$ cat src/rtl/iob_2p_assim_fifo_ctrl_if.sv
// Push/pop handshake and memory-port bundle for the asymmetric FIFO controller.
// The controller takes the slave modport. The producer/consumer/memory side takes the master modport.
interface iob_2p_assim_fifo_ctrl_if #(
  parameter int unsigned W_DATA_W = 32,
  parameter int unsigned R_DATA_W = 16,
  parameter int unsigned W_ADDR_W = 10
);
  localparam int unsigned RATIO    = W_DATA_W / R_DATA_W;
  localparam int unsigned R_ADDR_W = W_ADDR_W + $clog2(RATIO);

  logic                push;
  logic [W_DATA_W-1:0] push_data;
  logic                full;
  logic                overflow;
  logic                pop;
  logic [R_DATA_W-1:0] pop_data;
  logic                pop_valid;
  logic                empty;
  logic                underflow;
  logic [R_ADDR_W:0]   level;
  logic                mem_w_en;
  logic [W_ADDR_W-1:0] mem_w_addr;
  logic [W_DATA_W-1:0] mem_w_data;
  logic                mem_r_en;
  logic [R_ADDR_W-1:0] mem_r_addr;
  logic [R_DATA_W-1:0] mem_r_data;

  modport slave (
    input  push, push_data, pop, mem_r_data,
    output full, overflow, pop_data, pop_valid, empty, underflow, level,
           mem_w_en, mem_w_addr, mem_w_data, mem_r_en, mem_r_addr
  );

  modport master (
    output push, push_data, pop, mem_r_data,
    input  full, overflow, pop_data, pop_valid, empty, underflow, level,
           mem_w_en, mem_w_addr, mem_w_data, mem_r_en, mem_r_addr
  );
endinterface

$ cat src/rtl/iob_2p_assim_fifo_ctrl.sv
// Wide-in / narrow-out FIFO controller driving an external two-port asymmetric memory.
// The level counts narrow slots, so a wide word may be consumed partially.
module iob_2p_assim_fifo_ctrl #(
  parameter int unsigned W_DATA_W = 32,
  parameter int unsigned R_DATA_W = 16,
  parameter int unsigned W_ADDR_W = 10
) (
  input logic                    clk,
  input logic                    rst,
  iob_2p_assim_fifo_ctrl_if.slave io
);
  localparam int unsigned RATIO    = W_DATA_W / R_DATA_W;
  localparam int unsigned R_ADDR_W = W_ADDR_W + $clog2(RATIO);
  localparam int unsigned LVL_W    = R_ADDR_W + 1;
  localparam logic [LVL_W-1:0] FULL_THR = LVL_W'((2 ** R_ADDR_W) - RATIO);
  localparam logic [LVL_W-1:0] RATIO_L  = LVL_W'(RATIO);

  logic [W_ADDR_W-1:0] wptr;
  logic [R_ADDR_W-1:0] rptr;
  logic [LVL_W-1:0]    level;
  logic                pop_valid;
  logic                overflow;
  logic                underflow;

  logic                empty;
  logic                full;
  logic                push_acc;
  logic                pop_acc;
  logic [LVL_W-1:0]    level_nxt;

  // Flags from the registered level; acceptance and next level from them.
  always_comb begin
    empty     = (level == '0);
    full      = (level > FULL_THR);
    push_acc  = io.push & ~full;
    pop_acc   = io.pop & ~empty;
    level_nxt = level;
    if (push_acc) level_nxt = level_nxt + RATIO_L;
    if (pop_acc)  level_nxt = level_nxt - LVL_W'(1);
  end

  always_ff @(posedge clk) begin
    if (rst) begin
      wptr      <= '0;
      rptr      <= '0;
      level     <= '0;
      pop_valid <= 1'b0;
      overflow  <= 1'b0;
      underflow <= 1'b0;
    end else begin
      if (push_acc) wptr <= wptr + W_ADDR_W'(1);
      if (pop_acc)  rptr <= rptr + R_ADDR_W'(1);
      level     <= level_nxt;
      pop_valid <= pop_acc;
      overflow  <= io.push & full;
      underflow <= io.pop & empty;
    end
  end

  // Memory ports are direct; read data passes through with the memory's own register.
  assign io.mem_w_en   = push_acc;
  assign io.mem_w_addr = wptr;
  assign io.mem_w_data = io.push_data;
  assign io.mem_r_en   = pop_acc;
  assign io.mem_r_addr = rptr;

  assign io.pop_data  = io.mem_r_data;
  assign io.pop_valid = pop_valid;
  assign io.full      = full;
  assign io.empty     = empty;
  assign io.overflow  = overflow;
  assign io.underflow = underflow;
  assign io.level     = level;
endmodule

$ cat src/flat_wrapper.sv
// flat-port wrapper written by rule: the top's interface ports become plain ports
module iob_2p_assim_fifo_ctrl_flat 
#(
  parameter int unsigned W_DATA_W = 32,
  parameter int unsigned R_DATA_W = 16,
  parameter int unsigned W_ADDR_W = 10
)
  (clk, rst, io_push, io_push_data, io_pop, io_mem_r_data, io_full, io_overflow, io_pop_data, io_pop_valid, io_empty, io_underflow, io_level, io_mem_w_en, io_mem_w_addr, io_mem_w_data, io_mem_r_en, io_mem_r_addr);
  iob_2p_assim_fifo_ctrl_if #(.W_DATA_W(W_DATA_W), .R_DATA_W(R_DATA_W), .W_ADDR_W(W_ADDR_W)) io_i ();
  input logic clk;
  input logic rst;
  input wire logic [$bits(io_i.push)-1:0] io_push;
  input wire logic [$bits(io_i.push_data)-1:0] io_push_data;
  input wire logic [$bits(io_i.pop)-1:0] io_pop;
  input wire logic [$bits(io_i.mem_r_data)-1:0] io_mem_r_data;
  output wire logic [$bits(io_i.full)-1:0] io_full;
  output wire logic [$bits(io_i.overflow)-1:0] io_overflow;
  output wire logic [$bits(io_i.pop_data)-1:0] io_pop_data;
  output wire logic [$bits(io_i.pop_valid)-1:0] io_pop_valid;
  output wire logic [$bits(io_i.empty)-1:0] io_empty;
  output wire logic [$bits(io_i.underflow)-1:0] io_underflow;
  output wire logic [$bits(io_i.level)-1:0] io_level;
  output wire logic [$bits(io_i.mem_w_en)-1:0] io_mem_w_en;
  output wire logic [$bits(io_i.mem_w_addr)-1:0] io_mem_w_addr;
  output wire logic [$bits(io_i.mem_w_data)-1:0] io_mem_w_data;
  output wire logic [$bits(io_i.mem_r_en)-1:0] io_mem_r_en;
  output wire logic [$bits(io_i.mem_r_addr)-1:0] io_mem_r_addr;
  assign io_i.push = io_push;
  assign io_i.push_data = io_push_data;
  assign io_i.pop = io_pop;
  assign io_i.mem_r_data = io_mem_r_data;
  assign io_full = io_i.full;
  assign io_overflow = io_i.overflow;
  assign io_pop_data = io_i.pop_data;
  assign io_pop_valid = io_i.pop_valid;
  assign io_empty = io_i.empty;
  assign io_underflow = io_i.underflow;
  assign io_level = io_i.level;
  assign io_mem_w_en = io_i.mem_w_en;
  assign io_mem_w_addr = io_i.mem_w_addr;
  assign io_mem_w_data = io_i.mem_w_data;
  assign io_mem_r_en = io_i.mem_r_en;
  assign io_mem_r_addr = io_i.mem_r_addr;
  iob_2p_assim_fifo_ctrl #(.W_DATA_W(W_DATA_W), .R_DATA_W(R_DATA_W), .W_ADDR_W(W_ADDR_W)) u_core (.clk(clk), .rst(rst), .io(io_i));
endmodule
$ cat config.mk
export PLATFORM = sky130hd
export DESIGN_NAME = iob_2p_assim_fifo_ctrl_flat
export DESIGN_NICKNAME = d
export VERILOG_FILES = /design/src/rtl/iob_2p_assim_fifo_ctrl_if.sv /design/src/rtl/iob_2p_assim_fifo_ctrl.sv /design/src/flat_wrapper.sv
export SDC_FILE = /design/constraint.sdc
export NUM_CORES = 1
export LEC_CHECK = 0
export CORE_ASPECT_RATIO = 1.4
export CORE_UTILIZATION = 35
export CTS_CLUSTER_SIZE = 8
export DETAILED_ROUTE_END_ITERATION = 7
export PLACE_DENSITY = 0.8
export SYNTH_ARGS = -nofsm -noshare
export SYNTH_HDL_FRONTEND = slang
export SYNTH_SLANG_ARGS = --single-unit
$ cat constraint.sdc
create_clock -name clk -period 2.2 [get_ports clk]
set_input_delay 0.44 -clock clk [delete_from_list [all_inputs] [get_ports clk]]
set_output_delay 0.44 -clock clk [all_outputs]
set_load 0.03 [all_outputs]
==> results by group <==
Outcome
  • Status: finished, final reports clean

Floorplan
  • Die area: 0.007164 mm^2
  • Die X: 71.82 um
  • I/O Pins: 140
  • Starting Density: 0.3636
  • Core Region: 0.006569 mm^2
  • Row count: 35
  • Die Ht: 99.75 um

Cells and area
  • # nets final: 386
  • Share of cells above drive strength 1: 0.2477
  • Cell area after layout: 0.003059 mm^2
  • Most frequent cells in the layout: buf_4, clkdlybuf4s50_1, nor2_1, dfxtp_1, nand2_1
  • Final Util: 0.4657
  • Final std cells w/o fill: 405
  • Most common cell after layout, fill and taps aside: buf_4
  • Synth-to-Final Area Change: 28.08%
  • Ant diodes: 0

STA
  • Max Freq: 455.0 MHz
  • Final Hold Viols: 0
  • Final Setup Violations: 0
  • Max-slew violations: 0
  • Smallest hold slack: 0.4975 ns
  • Fin crit share: 0.9990
  • Unrepaired setup endpoints after global routing: yes
  • Slew HR: 0.6811
  • Worst Tran Pin Value: 0.4761 ns
  • Fin worst setup slack: 0.002104 ns
  • Crit path time final: 2.198 ns
  • Layout Skew: 0.002303 ns

Global route
  • Initial antenna violation count: 0
  • First-pass GRT wire length: 9894 um
  • Grt met2 use: 0.3171
  • GR peak layer: met2
  • Largest net degree at the start of global routing: 16
  • GRT Util Overall: 0.1747
  • Met3 usage in global routing: 0.03141
  • Total grt overflow: 0
  • Vias in the first global route: 2,131
  • Met1 GRT Util: 0.1762

Detailed routing
  • Post-route ant nets: 0
  • DRT Wirelength: 6193 um
  • Post-route DRC violation count: 0
  • Vias: 2,168
  • Vias per inst: 5.353
  • Avg WL per Cell: 15.29 um
  • 1st-iter DRT viols: 123
  • Pre-antenna DRT Iters: 4

Clocking
  • Num CTS Buffers: 5
  • CTS Buffer Depth: 2
  • Clock Tree Root: clkbuf_8
  • CTS H-tree depth: 2
  • Clock slew at reported path FFs: 0.07 ns
  • Sink Count: 36
  • Clk_lat worst skew: 0.29 ns
  • Number of hold buffers added after CTS: 0
  • CTS tree: done

Logic synthesis
  • Synth Cell Area: 0.002389 mm^2
  • Post-Syn Area per Cell: 8.069 um^2
  • Cells after Synth: 296
  • Ys async rst share: 0
  • Sequential fraction of the synthesis area: 0.3017
  • Post-Syn Nets: 352
  • Top_reg_cell synth: dfxtp_1
  • Post-synth EDFFs: 0
  • Yosys cell types: 41
  • Syn. warnings: 0
  • Seq cells post-synth: 36

Placed design
  • Placer congestion estimate: 0.8755
  • Place WS: -0.4955 ns
  • Post-DP HPWL: 4600 um
  • Dpl cells: 392
  • Port bufs: 43
  • Cell area after placement: 0.002804 mm^2

Power
  • Pleak: 1.158 nW
  • Sw Share: 0.4364
  • Net switching power: 1.786 mW
  • Combinational power share: 0.645
  • Seq pwr share: 0.226
  • P per Cell Area: 1338 mW/mm^2
  • Clock share of power: 0.130
  • Int Pwr: 2.306 mW
  • Worst VDD drop: 0.0004588 V

Setup path
  • Critical path data arrival time: 2.36 ns
  • Critical Path End Type: flip-flop
  • Startpoint Class: flip-flop
  • Critical path class: flip-flop to flip-flop
  • Critical path required time: 2.36 ns
  • Largest fanout on the critical path: 6

Run
  • Max-Cap Viols: 0

Hold path
  • Worst min path class: flip-flop to flip-flop
synthesized netlist by cell type, types with 6 or more instances:
| library cell | n | area, um^2 |
|---|---|---|
| nand2b_1 | 6 | 37.54 |
| nand2_1 | 20 | 75.07 |
| a21oi_1 | 6 | 30.03 |
| nand3_1 | 9 | 45.04 |
| nor3_1 | 7 | 35.03 |
| or3_1 | 7 | 43.79 |
| buf_4 | 48 | 360.4 |
| nor2_1 | 32 | 120.1 |
| nand4_1 | 9 | 56.30 |
| a31oi_1 | 6 | 37.54 |
| inv_1 | 6 | 22.52 |
| and3_1 | 8 | 50.05 |
| clkbuf_1 | 10 | 37.54 |
| xnor2_1 | 13 | 113.9 |
| mux2i_1 | 6 | 60.06 |
| nor4_1 | 7 | 43.79 |
| o21ai_0 | 11 | 55.05 |
| xor2_1 | 14 | 122.6 |
| dfxtp_1 | 36 | 720.7 |
logic make-up after synthesis:
| group | after synthesis | synth area share |
|---|---|---|
| AO/OA/AOI/OAI | 33 | 0.09325 |
| XOR/XNOR | 27 | 0.09901 |
| adder cells (fa/ha/maj) | 4 | 0.02095 |
| buffers and inverters | 67 | 0.1875 |
| flip-flops | 36 | 0.3017 |
| multiplexers | 7 | 0.02986 |
| AND/OR/NAND/NOR | 122 | 0.2677 |
sequential cells by signal (all words and copies together) (netlist names):
register              flops
u_core.io.pop_valid       1
u_core.io.overflow        1
u_core.io.mem_w_addr     10
u_core.io.level          12
u_core.io.underflow       1
u_core.io.mem_r_addr     11
worst max-delay path, cell delays in order, from the launching register on:
cell and delay, ns:
dfxtp_1 0.35, buf_4 0.18, nand4b_1 0.33, nor3_1 0.27
mux2i_1 0.34, inv_1 0.10, o41ai_1 0.39, o31ai_1 0.12
through the flow:
step	TNS, ns	total power [mW]
after CTS	0	3.864
final	0	4.092
after detailed placement	-3.331	3.269
after global routing	-0.1399	4.361
after global placement	-2.981	3.241
after floorplan	-0.1752	2.508
timing repair:
item                                   in CTS  in global routing
gates cloned                                0                  0
setup endpoints to repair                   7                  6
pin swaps                                   1                  2
resized for setup                           4                 19
buffers inserted                            1                  4
endpoints found under the hold margin       0                  0
power groups by stage:
stage          combinational (mW)  clock, mW  sequential, mW
2_1_floorplan                1.28          0            1.23
6_report                     2.64      0.530           0.924
3_3_place_gp                 2.32          0           0.919
4_1_cts                      2.40      0.551           0.911
5_1_grt                      2.84      0.580           0.944
3_5_place_dp                 2.34          0           0.924
path summary, 6_finish.rpt:
check / from / end / slack (ns) / cells after the start
max: u_core.io.level[11] / u_core.io.level[9] / 0.002 / 7
min: u_core.io.mem_r_addr[5] / u_core.io.mem_r_addr[5] / 0.50 / 2
max reg2reg: u_core.io.level[11] / u_core.io.level[9] / 0.002 / 7
min reg2reg: u_core.io.mem_r_addr[5] / u_core.io.mem_r_addr[5] / 0.50 / 2
area by class of cell:
| cell class | count | area, um^2 |
|---|---|---|
| fill | 628 | 3510 |
| timing repair buffer | 88 | 773.2 |
| clock buffer | 7 | 97.59 |
| multi-input combinational | 193 | 1335 |
| clock inverter | 1 | 5.005 |
| tap | 74 | 92.59 |
| inverter | 6 | 22.52 |
| sequential | 36 | 733.2 |
routing by layer:
layer / wire, um / part of all wire
met5: 0 / 0
met2: 3238 / 0.52
met4: 269 / 0.043
met1: 2299 / 0.37
met3: 385 / 0.062
(Power assumes the default switching activity.)
